### src/rtl/fm_pkg.sv
// Shared types for the ALU issue controller: opcodes, ALU control encoding and FSM states.
package fm_pkg;

   localparam int DW = 8;

   typedef enum logic [2:0] {
      OP_ADD  = 3'b000,
      OP_SUB  = 3'b001,
      OP_INC  = 3'b010,
      OP_XOR  = 3'b011,
      OP_CMP  = 3'b100,
      OP_BZ   = 3'b101,
      OP_NOP0 = 3'b110,
      OP_NOP1 = 3'b111
   } opcode_t;

   typedef enum logic [1:0] {
      ALU_ADD = 2'd0,
      ALU_SUB = 2'd1,
      ALU_INC = 2'd2,
      ALU_XOR = 2'd3
   } alu_ctrl_t;

   typedef enum logic [2:0] {
      S_IDLE = 3'd0,
      S_READ = 3'd1,
      S_EXEC = 3'd2,
      S_WB   = 3'd3,
      S_BR   = 3'd4
   } state_t;

endpackage

### src/rtl/alu_issue_ctrl_op_decode.sv
// Combinational opcode decoder: ALU control plus writeback/flag/branch classification.
module op_decode
   import fm_pkg::*;
(
   input  logic [2:0] op,
   output alu_ctrl_t  alu_ctrl,
   output logic       writes_rd,
   output logic       sets_z,
   output logic       is_branch,
   output logic       is_nop
);

   // Decode table; CMP reuses the SUB datapath without writeback.
   always_comb begin
      alu_ctrl  = ALU_ADD;
      writes_rd = 1'b0;
      sets_z    = 1'b0;
      is_branch = 1'b0;
      is_nop    = 1'b0;
      case (opcode_t'(op))
         OP_ADD: begin
            alu_ctrl  = ALU_ADD;
            writes_rd = 1'b1;
         end
         OP_SUB: begin
            alu_ctrl  = ALU_SUB;
            writes_rd = 1'b1;
            sets_z    = 1'b1;
         end
         OP_INC: begin
            alu_ctrl  = ALU_INC;
            writes_rd = 1'b1;
         end
         OP_XOR: begin
            alu_ctrl  = ALU_XOR;
            writes_rd = 1'b1;
         end
         OP_CMP: begin
            alu_ctrl = ALU_SUB;
            sets_z   = 1'b1;
         end
         OP_BZ: begin
            is_branch = 1'b1;
         end
         OP_NOP0, OP_NOP1: begin
            is_nop = 1'b1;
         end
         default: begin
            is_nop = 1'b1;
         end
      endcase
   end

endmodule

### src/rtl/alu_issue_ctrl.sv
// Multi-cycle issue controller driving an 8-bit ALU: fetch operands, execute,
// write back and maintain the architectural zero flag used by BZ.
module alu_issue_ctrl #(
   parameter int NREG = 8,
   parameter int DW   = 8,
   localparam int AW  = $clog2(NREG)
) (
   input  logic          clk,
   input  logic          reset,
   input  logic          instr_valid,
   input  logic [8:0]    instr,
   output logic          instr_ready,
   output logic [AW-1:0] rf_raddr_a,
   output logic [AW-1:0] rf_raddr_b,
   input  logic [DW-1:0] rf_rdata_a,
   input  logic [DW-1:0] rf_rdata_b,
   output logic [DW-1:0] alu_a,
   output logic [DW-1:0] alu_b,
   output logic [1:0]    alu_ctrl,
   input  logic [DW-1:0] alu_result,
   input  logic          alu_z,
   output logic          rf_we,
   output logic [AW-1:0] rf_waddr,
   output logic [DW-1:0] rf_wdata,
   output logic          z_flag,
   output logic          branch_taken,
   output logic [5:0]    branch_offset,
   output logic          done
);
   import fm_pkg::*;

   state_t        state_q, state_d;
   logic          ready_q, ready_d;
   logic [2:0]    op_q, op_d;
   logic [AW-1:0] rd_q, rd_d;
   logic [AW-1:0] raddr_a_q, raddr_a_d, raddr_b_q, raddr_b_d;
   logic [DW-1:0] opa_q, opa_d, opb_q, opb_d, res_q, res_d;
   alu_ctrl_t     ctrl_q, ctrl_d;
   logic          we_q, we_d, done_q, done_d, z_q, z_d, taken_q, taken_d;
   logic [AW-1:0] waddr_q, waddr_d;
   logic [5:0]    off_q, off_d;

   logic [2:0]    op_sel;
   alu_ctrl_t     dec_ctrl;
   logic          dec_writes_rd, dec_sets_z, dec_is_branch, dec_is_nop;

   // In IDLE the incoming opcode picks the next state; later the latched one drives execution.
   assign op_sel = (state_q == S_IDLE) ? instr[8:6] : op_q;

   op_decode u_dec (
      .op        (op_sel),
      .alu_ctrl  (dec_ctrl),
      .writes_rd (dec_writes_rd),
      .sets_z    (dec_sets_z),
      .is_branch (dec_is_branch),
      .is_nop    (dec_is_nop)
   );

   // Next-state and next-output logic; pulses default low, everything else holds.
   always_comb begin
      state_d   = state_q;
      ready_d   = ready_q;
      op_d      = op_q;
      rd_d      = rd_q;
      raddr_a_d = raddr_a_q;
      raddr_b_d = raddr_b_q;
      opa_d     = opa_q;
      opb_d     = opb_q;
      res_d     = res_q;
      ctrl_d    = ctrl_q;
      waddr_d   = waddr_q;
      off_d     = off_q;
      z_d       = z_q;
      we_d      = 1'b0;
      done_d    = 1'b0;
      taken_d   = 1'b0;
      case (state_q)
         S_IDLE: begin
            if (instr_valid) begin
               op_d    = instr[8:6];
               rd_d    = instr[5:3];
               ready_d = 1'b0;
               if (dec_is_branch) begin
                  state_d = S_BR;
                  done_d  = 1'b1;
                  taken_d = z_q;
                  off_d   = instr[5:0];
               end else if (dec_is_nop) begin
                  state_d = S_WB;
                  done_d  = 1'b1;
               end else begin
                  state_d   = S_READ;
                  raddr_a_d = instr[5:3];
                  raddr_b_d = instr[2:0];
               end
            end else begin
               state_d = S_IDLE;
            end
         end
         S_READ: begin
            opa_d   = rf_rdata_a;
            opb_d   = rf_rdata_b;
            ctrl_d  = dec_ctrl;
            state_d = S_EXEC;
         end
         S_EXEC: begin
            res_d   = alu_result;
            waddr_d = rd_q;
            we_d    = dec_writes_rd;
            done_d  = 1'b1;
            if (dec_sets_z) begin
               z_d = alu_z;
            end else begin
               z_d = z_q;
            end
            state_d = S_WB;
         end
         S_WB, S_BR: begin
            ready_d = 1'b1;
            state_d = S_IDLE;
         end
         default: begin
            ready_d = 1'b1;
            state_d = S_IDLE;
         end
      endcase
   end

   // State and output registers with synchronous reset.
   always_ff @(posedge clk) begin
      if (reset) begin
         state_q   <= S_IDLE;
         ready_q   <= 1'b1;
         op_q      <= 3'd0;
         rd_q      <= '0;
         raddr_a_q <= '0;
         raddr_b_q <= '0;
         opa_q     <= '0;
         opb_q     <= '0;
         res_q     <= '0;
         ctrl_q    <= ALU_ADD;
         waddr_q   <= '0;
         off_q     <= 6'd0;
         z_q       <= 1'b0;
         we_q      <= 1'b0;
         done_q    <= 1'b0;
         taken_q   <= 1'b0;
      end else begin
         state_q   <= state_d;
         ready_q   <= ready_d;
         op_q      <= op_d;
         rd_q      <= rd_d;
         raddr_a_q <= raddr_a_d;
         raddr_b_q <= raddr_b_d;
         opa_q     <= opa_d;
         opb_q     <= opb_d;
         res_q     <= res_d;
         ctrl_q    <= ctrl_d;
         waddr_q   <= waddr_d;
         off_q     <= off_d;
         z_q       <= z_d;
         we_q      <= we_d;
         done_q    <= done_d;
         taken_q   <= taken_d;
      end
   end

   assign instr_ready   = ready_q;
   assign rf_raddr_a    = raddr_a_q;
   assign rf_raddr_b    = raddr_b_q;
   assign alu_a         = opa_q;
   assign alu_b         = opb_q;
   assign alu_ctrl      = ctrl_q;
   assign rf_we         = we_q;
   assign rf_waddr      = waddr_q;
   assign rf_wdata      = res_q;
   assign z_flag        = z_q;
   assign branch_taken  = taken_q;
   assign branch_offset = off_q;
   assign done          = done_q;

endmodule

### config.mk
export PLATFORM = sky130hd
export DESIGN_NAME = alu_issue_ctrl
export DESIGN_NICKNAME = d
export VERILOG_FILES = /design/src/rtl/fm_pkg.sv /design/src/rtl/alu_issue_ctrl_op_decode.sv /design/src/rtl/alu_issue_ctrl.sv
export SDC_FILE = /design/constraint.sdc
export NUM_CORES = 1
export LEC_CHECK = 0
export ABC_CLOCK_PERIOD_IN_PS = 3100
export BUFFER_PORTS_ARGS = -buffer_cell sky130_fd_sc_hd__buf_2
export CAP_MARGIN = 20
export CELL_PAD_IN_SITES_DETAIL_PLACEMENT = 1
export CELL_PAD_IN_SITES_GLOBAL_PLACEMENT = 2
export CORE_MARGIN = 2
export CORE_UTILIZATION = 30
export CTS_CLUSTER_SIZE = 24
export DETAILED_ROUTE_END_ITERATION = 7
export PLACE_DENSITY_LB_ADDON = 0.1
export SLEW_MARGIN = 20
export SYNTH_ARGS = -nofsm -noshare
export SYNTH_HDL_FRONTEND = slang
export SYNTH_SLANG_ARGS = --single-unit
export TNS_END_PERCENT = 100
### constraint.sdc
create_clock -name clk -period 3.1 [get_ports clk]
set_clock_uncertainty 0.1 [all_clocks]
set_input_delay 0.62 -clock clk [delete_from_list [all_inputs] [get_ports clk]]
set_output_delay 0.62 -clock clk [all_outputs]
set_load 0.01 [all_outputs]
== After elaboration in Yosys (flattened, before gate mapping) ==
Index checks and enable logic that the tools add are counted.
Word-level totals
  input bits: 37
  output and inout port bits: 46
  word-level logic and storage cells: 61
  bits in registers: 55
Cells by class
  reductions and logical operators: 13
  bitwise logic cells: 6
  equality and inequality tests: 10
  muxes and demuxes: 16
Operators with widths (number)
  $eq A3 B3 Y1 const B: 4
  $eq A3 B2 Y1 const B: 3
  $mux W3: 3
  $pmux W3 S3: 1
  $mux W1: 8
  $reduce_or A2 Y1: 4
  $reduce_or A4 Y1: 2
  $eq A3 B1 Y1 const B: 2
  $logic_not A3 Y1: 2
  $not A1 Y1: 6
  $pmux W2 S3: 1
  $reduce_and A2 Y1: 3
  $pmux W1 S2: 2
  $reduce_and A4 Y1: 1
  $reduce_and A3 Y1: 1
  $mux W2: 1
  $ne A2 B2 Y1 const B: 1

== Logic depth before layout (Yosys ltp) ==
  depth in word-level cells: 9
  depth in mapped cells: 6
  gate-level depth less buffers: 3

== By module ==
A second synthesis with hierarchy kept.
Second synthesis, totals
  cell total of the unflattened synthesis: 217
  area, all modules: 2113.3 um^2
Modules (own cells, without submodules)
  alu_issue_ctrl: seq. area each 1101.1 um^2, area each 2060.7 um^2, times used 1, cells an instance 208
  op_decode: seq. area each 0.0 um^2, area each 52.6 um^2, times used 1, cells an instance 9

== Worst setup path after synthesis ==
OpenSTA, ideal clock, no wires.
  path type: input to register
  from: in instr[7]
  to: reg off_q[1] (netlist: branch_offset[1])
  cell stages on the path: 4
  required time: 2882 ps
  path buffers: 1
  slack: 1435 ps
  library setup time: 118 ps
  data arrival time: 1447 ps
  cells stage by stage: nand4b_1 or4_4 buf_6 mux2i_1
On the way
  word-level cells in the longest chain between the ends: 4
Ends and longest elaborated chain
  from (decl): line alu_issue_ctrl.sv:11  | input logic [8:0] instr,
  $mux W3: line alu_issue_ctrl.sv:48  | assign op_sel = (state_q == S_IDLE) ? instr[8:6] : op_q;
  $eq A3 B3 Y1: line alu_issue_ctrl_op_decode.sv:20  | case (opcode_t'(op))
  $mux W1: line alu_issue_ctrl_op_decode.sv:20
  $reduce_and A3 Y1 (no line)
  to (signal assigned): line alu_issue_ctrl.sv:143  | off_q <= 6'd0;
  to (signal assigned): line alu_issue_ctrl.sv:160  | off_q <= off_d;
  to (decl): line alu_issue_ctrl.sv:41  | logic [5:0] off_q, off_d;
Every way passes these cells.
A chain may end at the register's enable or synchronous reset.

== Worst setup path in the final report ==
  from: reg state_q[0]
  to: reg ctrl_q[0] (netlist: alu_ctrl[0])
On the way
  word-level cells in the longest chain between the ends: 5
  elaborated cells on any way between the ends: 9
  those cells by class: eq/ne (5); mux (2); reduce/logical (2)
Ends and longest elaborated chain
  from (decl): line alu_issue_ctrl.sv:32  | state_t state_q, state_d;
  from (signal assigned): line alu_issue_ctrl.sv:149  | state_q <= state_d;
  $logic_not A3 Y1: line alu_issue_ctrl.sv:48
  $mux W3: line alu_issue_ctrl.sv:48
  $eq A3 B1 Y1 / $eq A3 B3 Y1 (equally long branches): line alu_issue_ctrl_op_decode.sv:20
  $reduce_or A2 Y1 (no line)
  $pmux W2 S3: line alu_issue_ctrl_op_decode.sv:20
  to (signal assigned): line alu_issue_ctrl.sv:158  | ctrl_q <= ctrl_d;
  to (decl): line alu_issue_ctrl.sv:38  | alu_ctrl_t ctrl_q, ctrl_d;
Parallel ways exist; a longest one is shown, timed or not.

==> metrics.md <==
| Metric | Value |
|---|---|
| Status | finished clean |
| Worst path cell trace | nor3b_4 > o211a_1 > nor3_1 |
| CP top delay family | simple AND/OR/NAND/NOR gates |
| Vias in the first global route | 1598 |
| Period utilization | 58.8% |
| Fin Setup TNS | 0 ps |
| Total Power | 1.44 mW |
| Synth warn | 0 |
| Starting density of the core | 31.4% |
| Distinct cells, synth | 32 |
| Synth Area in Adders | 0% |
| Final Instance Count excl. Fillers | 397 |
| Max frequency | 0.548 GHz |
| CTS tree | built |
| Unrepaired setup endpoints after global routing | false |
| Post-Synth Simple-Gate Area | 22.6% |
| Register area | 1100 sq um |
| Worst-case headroom to the max-slew limit | 49.9% |
| Via count | 1756 |
| Die extent in x | 89.0 um |
| Detailed Routing Iterations Pass 1 | 3 |
| Peak VDD IR | 189 uV |
| # resized after CTS | 0 |
| CTS Buffer Depth | 2 |
| Crit path buf inv count | 0 |
| Crit-path max cell delay | 720 ps |
| Die ar. | 7920 sq um |
| Register area share after synthesis | 50.8% |
| Largest net degree at the start of global routing | 44 |
| Syn Nets | 261 |
| Data required time of the worst path | 3170 ps |
| Finish-stage setup viols | 0 |
| Worst Tran Pin Value | 751 ps |
| Post-Syn Instances | 224 |
| Cell area power density | 529 nW/um^2 |
| Post-CTS Setup Inserts | 0 |
| NumNets Final | 337 |
| Vias/cell | 4.42 |
| Post-CTS Hold Buffers | 0 |
| Post-synth EDFFs | 0 |
| Max Cap Violations | 0 |
| Crit path arrival time | 1890 ps |
| Mux cell area share after synthesis | 14.3% |
| DRT iter0 DRCs | 47 |
| Final wirelength | 5.16 mm |
| Clock Latency Late Sink | 310 ps |
| # fillers | 869 |
| Design area | 2730 sq um |
| Die Height | 89.0 um |
| # placed instances | 389 |
| XOR/XNOR share of the synthesized area | 0.404% |
| Hpwl dp | 3.69 mm |
| Synth Area in Compound Gates | 7.10% |
| Post-layout util | 39.5% |
| # DRC | 0 |
| ANT nets after route | 0 |
| Gpl congestion | 0.694 |
| WL per Instance | 13.0 um |
| Count of state elements after synthesis | 55 |
| H-tree depth | 2 |
| Row cnt | 30 |
| CP Max Fanout | 19 |
| Post-route setup slack | 1280 ps |
| Num Clock Sinks | 55 |
| Final slew viol count | 0 |
| Core area | 6910 sq um |
| Dpl ws | 1200 ps |
| CP endpoint kind | register |
| Area growth from synthesis to layout | 25.8% |
| Crit Path Category | reg -> reg |
| Initial antenna violation count | 0 |
| Reg clk slew, reported paths | 90 ps |
| Total gr overflow | 0 |
| First-pass GRT wire length | 8.01 mm |
| Worst min-delay path class | reg -> reg |
| Multi-input logic area | 963 sq um |
| Slowest stage cell, crit path | nor3b_4 |
| Root Buffer Master | clkbuf_8 |
| Most used DFF post-synth | dfxtp_1 |
| Synthesized area | 2170 sq um |
| Hold Worst Slack | 356 ps |
| Final hold violations | 0 |
| Layout cells sized above 1 | 32.6% |
| Placed Area | 2620 sq um |
| P_leak | 1.22 nW |
| Total GRT Usage | 13.2% |
| IO buf count | 82 |
| Num CTS Buffers | 5 |
| Top Ports | 83 |
| Post-route minimum period | 1820 ps |
| Ant diodes | 0 |
| Asr flop ratio synth | 0% |
| Syn_area_per_cell | 9.67 sq um |
| CP startpoint kind | register |
| Largest family of logic cells by synthesized area | simple AND/OR/NAND/NOR gates |
==> sequential cells by signal (all words and copies together) (netlist names), 2 cells and up <==
register	count
alu_a	8
state_q	3
rd_q	3
branch_offset	6
rf_raddr_a	3
alu_ctrl	2
rf_wdata	8
op_q	3
alu_b	8
rf_waddr	3
rf_raddr_b	3
==> worst min-delay path: cells and delay by family, from the launching register on <==
family	cells	cell delay [ps]
compound gates	1	50
flops	1	320
simple gates	1	50
==> final timing paths <==
kind	cells past startpoint	endpoint	slack, ps	startpoint
worst min register to register	2	alu_b[1]	360	alu_b[1]
worst min-delay path	2	alu_b[1]	360	alu_b[1]
worst max-delay path	3	alu_ctrl[0]	1280	state_q[0]
worst max register to register	3	alu_ctrl[0]	1280	state_q[0]
==> final cells by class <==
class                      instances  area share [%]
timing repair buffer              85            15.9
multi-input combinational        152            35.4
tap                               96            4.41
sequential                        55            40.4
inverter                           1           0.138
clock inverter                     1           0.275
clock buffer                       7            3.54
==> kinds of logic after synthesis <==
group           after synthesis
mux                          31
simple gates                 93
xor+xnor                      1
flops                        55
compound gates               27
buf+inv                      17
==> per-layer routing <==
| metal | up-vias | global-route usage, % | share of wire (%) |
|---|---|---|---|
| li1 | 896 | - | - |
| met1 | 812 | 17.1 | 46 |
| met2 | 42 | 20.9 | 47 |
| met3 | 6 | 3.97 | 5.6 |
| met5 | - | 0 | 0 |
| met4 | 0 | 4.88 | 1.5 |
==> report_power, final <==
group	switching, mW	internal, mW
combinational	0.118	0.105
sequential	0.0322	0.750
clock	0.232	0.204
total	0.382	1.06
==> cells in the mapped netlist, drive strengths merged (2+ instances only) <==
master	number	area share (%)
nor3	3	0.69
a21oi	19	4.4
o21ai	2	0.46
nor3b	5	2.7
mux2i	31	14
nor2	20	3.5
dfxtp	55	51
nand2b	23	6.6
clkbuf	3	0.52
buf	13	4.0
nand2	34	5.9
==> placed cells by master, fill, tap and decap left out, types with 2 or more instances in the layout <==
| master | instances |
|---|---|
| mux2i_1 | 31 |
| clkbuf_8 | 7 |
| a21oi_1 | 19 |
| buf_2 | 82 |
| nand2_1 | 34 |
| nor3_1 | 3 |
| nand2b_1 | 23 |
| dfxtp_1 | 55 |
| nor3b_2 | 2 |
| o21ai_0 | 2 |
| buf_4 | 3 |
| nor3b_1 | 2 |
| nor2_1 | 20 |
(Power assumes the default switching activity.)
